`src/rtl/id_register_file_if.sv`:
```
// Bundles the ID-stage register file's WB write, ID read, bypass select and debug signals.
// master drives writes/addresses/selects; slave is the register file.
interface id_register_file_if #(
    parameter int DATA_WIDTH = 32,
    parameter int ADDR_WIDTH = 5
);
    logic                  RegWrite_wb;
    logic [ADDR_WIDTH-1:0] RegWriteAddr_wb;
    logic [DATA_WIDTH-1:0] RegWriteData_wb;
    logic [ADDR_WIDTH-1:0] RsAddr_id;
    logic [ADDR_WIDTH-1:0] RtAddr_id;
    logic                  RsSel;
    logic                  RtSel;
    logic [DATA_WIDTH-1:0] RsData_id;
    logic [DATA_WIDTH-1:0] RtData_id;
    logic [ADDR_WIDTH-1:0] DbgAddr;
    logic [DATA_WIDTH-1:0] DbgData;
    logic [15:0]           WriteCount;

    modport master (
        output RegWrite_wb, RegWriteAddr_wb, RegWriteData_wb,
        output RsAddr_id, RtAddr_id, RsSel, RtSel, DbgAddr,
        input  RsData_id, RtData_id, DbgData, WriteCount
    );

    modport slave (
        input  RegWrite_wb, RegWriteAddr_wb, RegWriteData_wb,
        input  RsAddr_id, RtAddr_id, RsSel, RtSel, DbgAddr,
        output RsData_id, RtData_id, DbgData, WriteCount
    );
endinterface

```
`src/rtl/id_register_file.sv`:
```
// 32-entry MIPS ID-stage register file: WB writes on clk, combinational rs/rt reads with
// WB-to-ID bypass, unbypassed debug read port, and a count of committed writes.
module id_register_file #(
    parameter int DATA_WIDTH = 32,
    parameter int ADDR_WIDTH = 5
) (
    input  logic               clk,
    input  logic               rst_n,
    id_register_file_if.slave  rf
);
    localparam int unsigned DEPTH = 2 ** ADDR_WIDTH;

    logic [DATA_WIDTH-1:0] regs_q [DEPTH];
    logic [DATA_WIDTH-1:0] regs_d [DEPTH];
    logic [15:0]           count_q;
    logic [15:0]           count_d;
    logic                  wr_en;

    // Writes to r0 are dropped here, so regs_q[0] stays at its reset value of zero.
    assign wr_en = rf.RegWrite_wb && (rf.RegWriteAddr_wb != '0);

    always_comb begin
        regs_d  = regs_q;
        count_d = count_q;
        if (wr_en) begin
            regs_d[rf.RegWriteAddr_wb] = rf.RegWriteData_wb;
            count_d                    = count_q + 16'd1;
        end
    end

    always_ff @(posedge clk or negedge rst_n) begin
        if (!rst_n) begin
            for (int unsigned i = 0; i < DEPTH; i++) begin
                regs_q[i] <= '0;
            end
            count_q <= '0;
        end else begin
            regs_q  <= regs_d;
            count_q <= count_d;
        end
    end

    always_comb begin
        rf.RsData_id = '0;
        rf.RtData_id = '0;
        rf.DbgData   = '0;
        if (rf.RsSel) begin
            rf.RsData_id = rf.RegWriteData_wb;
        end else if (rf.RsAddr_id != '0) begin
            rf.RsData_id = regs_q[rf.RsAddr_id];
        end
        if (rf.RtSel) begin
            rf.RtData_id = rf.RegWriteData_wb;
        end else if (rf.RtAddr_id != '0) begin
            rf.RtData_id = regs_q[rf.RtAddr_id];
        end
        if (rf.DbgAddr != '0) begin
            rf.DbgData = regs_q[rf.DbgAddr];
        end
    end

    assign rf.WriteCount = count_q;
endmodule
```
`src/flat_wrapper.sv`:
```
// flat-port wrapper written by rule: the top's interface ports become plain ports
module id_register_file_flat 
#(
    parameter int DATA_WIDTH = 32,
    parameter int ADDR_WIDTH = 5
)
  (clk, rst_n, rf_RegWrite_wb, rf_RegWriteAddr_wb, rf_RegWriteData_wb, rf_RsAddr_id, rf_RtAddr_id, rf_RsSel, rf_RtSel, rf_DbgAddr, rf_RsData_id, rf_RtData_id, rf_DbgData, rf_WriteCount);
  id_register_file_if #(.DATA_WIDTH(DATA_WIDTH), .ADDR_WIDTH(ADDR_WIDTH)) rf_i ();
  input  logic clk;
  input  logic rst_n;
  input wire logic [$bits(rf_i.RegWrite_wb)-1:0] rf_RegWrite_wb;
  input wire logic [$bits(rf_i.RegWriteAddr_wb)-1:0] rf_RegWriteAddr_wb;
  input wire logic [$bits(rf_i.RegWriteData_wb)-1:0] rf_RegWriteData_wb;
  input wire logic [$bits(rf_i.RsAddr_id)-1:0] rf_RsAddr_id;
  input wire logic [$bits(rf_i.RtAddr_id)-1:0] rf_RtAddr_id;
  input wire logic [$bits(rf_i.RsSel)-1:0] rf_RsSel;
  input wire logic [$bits(rf_i.RtSel)-1:0] rf_RtSel;
  input wire logic [$bits(rf_i.DbgAddr)-1:0] rf_DbgAddr;
  output wire logic [$bits(rf_i.RsData_id)-1:0] rf_RsData_id;
  output wire logic [$bits(rf_i.RtData_id)-1:0] rf_RtData_id;
  output wire logic [$bits(rf_i.DbgData)-1:0] rf_DbgData;
  output wire logic [$bits(rf_i.WriteCount)-1:0] rf_WriteCount;
  assign rf_i.RegWrite_wb = rf_RegWrite_wb;
  assign rf_i.RegWriteAddr_wb = rf_RegWriteAddr_wb;
  assign rf_i.RegWriteData_wb = rf_RegWriteData_wb;
  assign rf_i.RsAddr_id = rf_RsAddr_id;
  assign rf_i.RtAddr_id = rf_RtAddr_id;
  assign rf_i.RsSel = rf_RsSel;
  assign rf_i.RtSel = rf_RtSel;
  assign rf_i.DbgAddr = rf_DbgAddr;
  assign rf_RsData_id = rf_i.RsData_id;
  assign rf_RtData_id = rf_i.RtData_id;
  assign rf_DbgData = rf_i.DbgData;
  assign rf_WriteCount = rf_i.WriteCount;
  id_register_file #(.DATA_WIDTH(DATA_WIDTH), .ADDR_WIDTH(ADDR_WIDTH)) u_core (.clk(clk), .rst_n(rst_n), .rf(rf_i));
endmodule
```
`config.mk`:
```
export PLATFORM = sky130hd
export DESIGN_NAME = id_register_file_flat
export DESIGN_NICKNAME = d
export VERILOG_FILES = /design/src/rtl/id_register_file_if.sv /design/src/rtl/id_register_file.sv /design/src/flat_wrapper.sv
export SDC_FILE = /design/constraint.sdc
export NUM_CORES = 2
export LEC_CHECK = 0
export BUFFER_PORTS_ARGS = -buffer_cell sky130_fd_sc_hd__buf_2
export CORE_UTILIZATION = 60
export DETAILED_ROUTE_END_ITERATION = 8
export PLACE_DENSITY_LB_ADDON = 0.1
export SYNTH_ARGS = -nofsm -noshare
export SYNTH_HDL_FRONTEND = slang
export SYNTH_SLANG_ARGS = --single-unit
```
`constraint.sdc`:
```
create_clock -name clk -period 3.2 [get_ports clk]
set_input_delay 0.32 -clock clk [delete_from_list [all_inputs] [get_ports clk]]
set_output_delay 0.32 -clock clk [all_outputs]
set_load 0.05 [all_outputs]
```
==> key figures <==
Outcome
  • Status: finished with violations
  • Failing checks: DRC, capacitance limit, setup timing

Synthesis
  • Cell variety after synth: 48
  • Area share of the largest cell type after synthesis: 40.73%
  • YS warnings: 0
  • Most instantiated cells after synthesis: mux2_2, dfrtp_1, mux4_2, mux2i_1, clkbuf_1
  • Synthesized area per cell: 13.95 um2
  • Top-count cell post-synth: mux2_2
  • FFs w/ async S/R, synth: 100.0%
  • Post-synthesis sequential area ratio: just over 40%
  • EDFF count, synth: 0
  • Syn Inst Count: 4579
  • Synth top area cells: dfrtp_1, mux4_2, mux2_2
  • Synthesized cell area: ~64000 um2
  • Area leader, netlist: dfrtp_1
  • Syn nets: roughly 4600
  • Main synth FF type: dfrtp_1
  • Yosys reg bits: between 1000 and 1500

Detailed routing
  • Routed vias: 47070
  • Initial DRC Count: 6348
  • Drt pass-1 iters: 8
  • Post-route ant nets: 0
  • DRC Markers: 56
  • Post-DR wirelength/cell: 36.03 um
  • Vias/cell: 7.560
  • Total Wirelength: 224300 um

Timing
  • Setup violations, final: 6
  • Final Hold Fails: 0
  • Worst hold margin: 0.05614 ns
  • Fmax: 307.4 MHz
  • Max-slew violations: 0
  • Clock Skew: 0.002890 ns
  • Slew headroom: 0.5684%
  • Post-layout min period: approximately 3.3 ns
  • Slew @ Worst Pin: 1.489 ns
  • Unrepaired setup endpoints after global routing: true
  • Slack of the critical path: -0.05326 ns
  • Final period util: 101.7%

Placement
  • PortBufs: 168
  • HPWL Detailed: approximately 150000 um
  • Setup WS pre-CTS: -0.3229 ns
  • Placed inst area: just under 70000 um2
  • GP Congestion: 0.9310

Floorplan
  • Die X: ~330 um
  • Total core area: 105400 um2
  • Die ar.: 107800 um2
  • Top Ports: 169
  • Die H: 328.3 um
  • Initial Util: 60.61%
  • Number of cell rows: between 100 and 150

GRT
  • Remaining Overflow, GRT: 0
  • Largest net degree at the start of global routing: 97
  • Number of global-route vias before repair: 47410
  • First-pass GRT wire length: 327000 um
  • Initial antenna violation count: 16
  • GRT Overall Usage: between 40% and 50%

Layout
  • Area delta synth->final: 15.66%
  • Fin nets: 4786
  • Share of cells above drive strength 1: 52.37%
  • Register Area: about 26000 um2
  • Post-route cell area: 73900 um2
  • Area of the multi-input gates: 36240 um2
  • Final-layout fill cell count: ~7200

Pwr
  • Seq pwr share: 41.1%
  • Leakage: roughly 32 nW
  • Comb power frac: 26.8%
  • Int Power: 0.03065 W
  • Clk pwr share: 32.1%
  • Pwr dens: around 600 nW/um2
  • Worst vdd ir: approximately 530 uV
  • Switching part of the total: a little under a third
  • Psw: 0.01358 W

Clock network
  • Clock Latency Late Sink: 0.70 ns
  • TritonCTS clock tree: built
  • Clock sink count: 1040
  • Clk slew on worst S/H paths: 0.06 ns
  • TritonCTS buffer count: around 110
  • Clock buffer depth: 3
  • H-tree levels: 3
  • Root buffer cell: clkbuf_16

Critical path
  • CP cell instances: buf_2 -> buf_4 -> or4_1 -> o21bai_4 -> buf_12 -> or4_1 -> a21oi_1 -> buf_12
  • CP peak stage delay: 0.62 ns
  • WP data required: 2.88 ns
  • CP max stage cell: or4_1
  • Worst r2r src: u_core.rf.WriteCount[3]
  • R2R setup slack: 1.64 ns
  • Crit path DAT: 2.93 ns
  • Crit Path Category: in2out
  • Crit. End Element: primary output
  • Startpoint types: primary input
  • CP max FO: 14
  • Reg-to-reg endpoint: u_core.rf.WriteCount[15]
  • R2R depth: 4

Hold path
  • Min-delay src: rf_RegWriteData_wb[20]
  • Hold WC Path Type: in2reg
  • Hold Path Cell Cnt: 2
  • Endpoint, Worst Hold: u_core.regs_q[596]

Job
  • Max cap viols: 1
==> stage by stage <==
stage          total power (W)  util [%]  TNS [ns]  cells
2_1_floorplan          0.02570         -         0   4579
3_3_place_gp           0.02922     65.53   -0.8994   5997
3_5_place_dp           0.02967     65.53   -0.8754   5997
4_1_cts                0.04394     69.72         0   6218
5_1_grt                0.04570     70.09  -0.02970   6223
6_report               0.04422     70.10   -0.1736   6227
==> critical path, delay by kind of cell <==
kind / cells / cell delay [ns]
compound gates: 2 / 0.74
simple gates: 2 / 0.81
buf+inv: 4 / 1.02
==> worst max-delay path by stage <==
stage                                  start                to  slack [ns]
final                        rf_RsAddr_id[2]  rf_RsData_id[26]       -0.05
after global routing      u_core.regs_q[772]   rf_RsData_id[4]       -0.02
after CTS                 u_core.regs_q[778]  rf_RtData_id[10]      0.0005
after detailed placement     rf_RsAddr_id[0]  rf_RsData_id[17]       -0.32
after global placement       rf_RsAddr_id[0]  rf_RsData_id[17]       -0.34
after floorplan              rf_RsAddr_id[1]  rf_RsData_id[30]        0.42
==> routing by layer <==
metal,up-vias,global-route usage [%],routed length [um],share of wire (%)
met3,768,13.90,27940,12
met5,-,0,68,0.030
met4,10,22.84,13580,6.1
met1,24670,55.29,81770,36
li1,18320,-,-,-
met2,3298,61.84,101000,45
==> power groups by stage <==
stage	clock [W]	combinational, W	sequential, W
floorplan	0	0.00815	0.0176
global placement	0	0.0112	0.0180
detailed placement	0	0.0114	0.0182
CTS	0.0143	0.0116	0.0180
global route	0.0148	0.0124	0.0185
finish	0.0142	0.0119	0.0182
==> flip-flops by register name, indices dropped and copies added, names as in the netlist <==
signal and flops:
u_core.regs_q 1024, u_core.rf.WriteCount 16
==> what timing repair did <==
item,4_1_cts,5_1_grt
endpoints found under the hold margin,112,0
gates resized for setup,83,69
pin swaps,1,3
cloned,0,0
hold buffers,5,0
endpoints found under the setup margin,33,42
buffers inserted,1,0
==> layout by cell type (no fill, tap or decap), types with 13 or more instances in the layout <==
cell / n
buf_12: 132
nor2_1: 135
o21ai_1: 24
mux2_2: 1046
a22o_1: 60
buf_2: 96
clkbuf_16: 117
a2111oi_4: 20
clkbuf_8: 35
a2111oi_2: 17
o22ai_1: 124
buf_4: 313
o21ai_0: 62
or4_1: 64
nand2_2: 15
mux2i_1: 444
dfrtp_1: 1040
a2111oi_0: 23
a21oi_1: 120
mux4_2: 612
nand2_1: 73
clkinvlp_4: 15
clkinv_2: 13
a2bb2oi_1: 30
clkbuf_1: 18
==> area by class of cell <==
class,instances,share of cell area [%]
multi-input combinational,3004,49.04
antenna,9,0.03048
clock buffer,169,4.687
inverter,1,0.005080
sequential,1040,35.22
timing repair buffer,567,7.861
tap,1391,2.355
clock inverter,46,0.7992
==> cells by family after synthesis <==
family	Yosys count	synth area share, %
XOR/XNOR	15	0.2056
multiplexers	2111	47.12
buffers and inverters	535	3.815
AO/OA/AOI/OAI	514	5.252
flip-flops	1040	40.73
AND/OR/NAND/NOR	363	2.849
adder cells (fa/ha/maj)	1	0.01958
(Power assumes the default switching activity.)
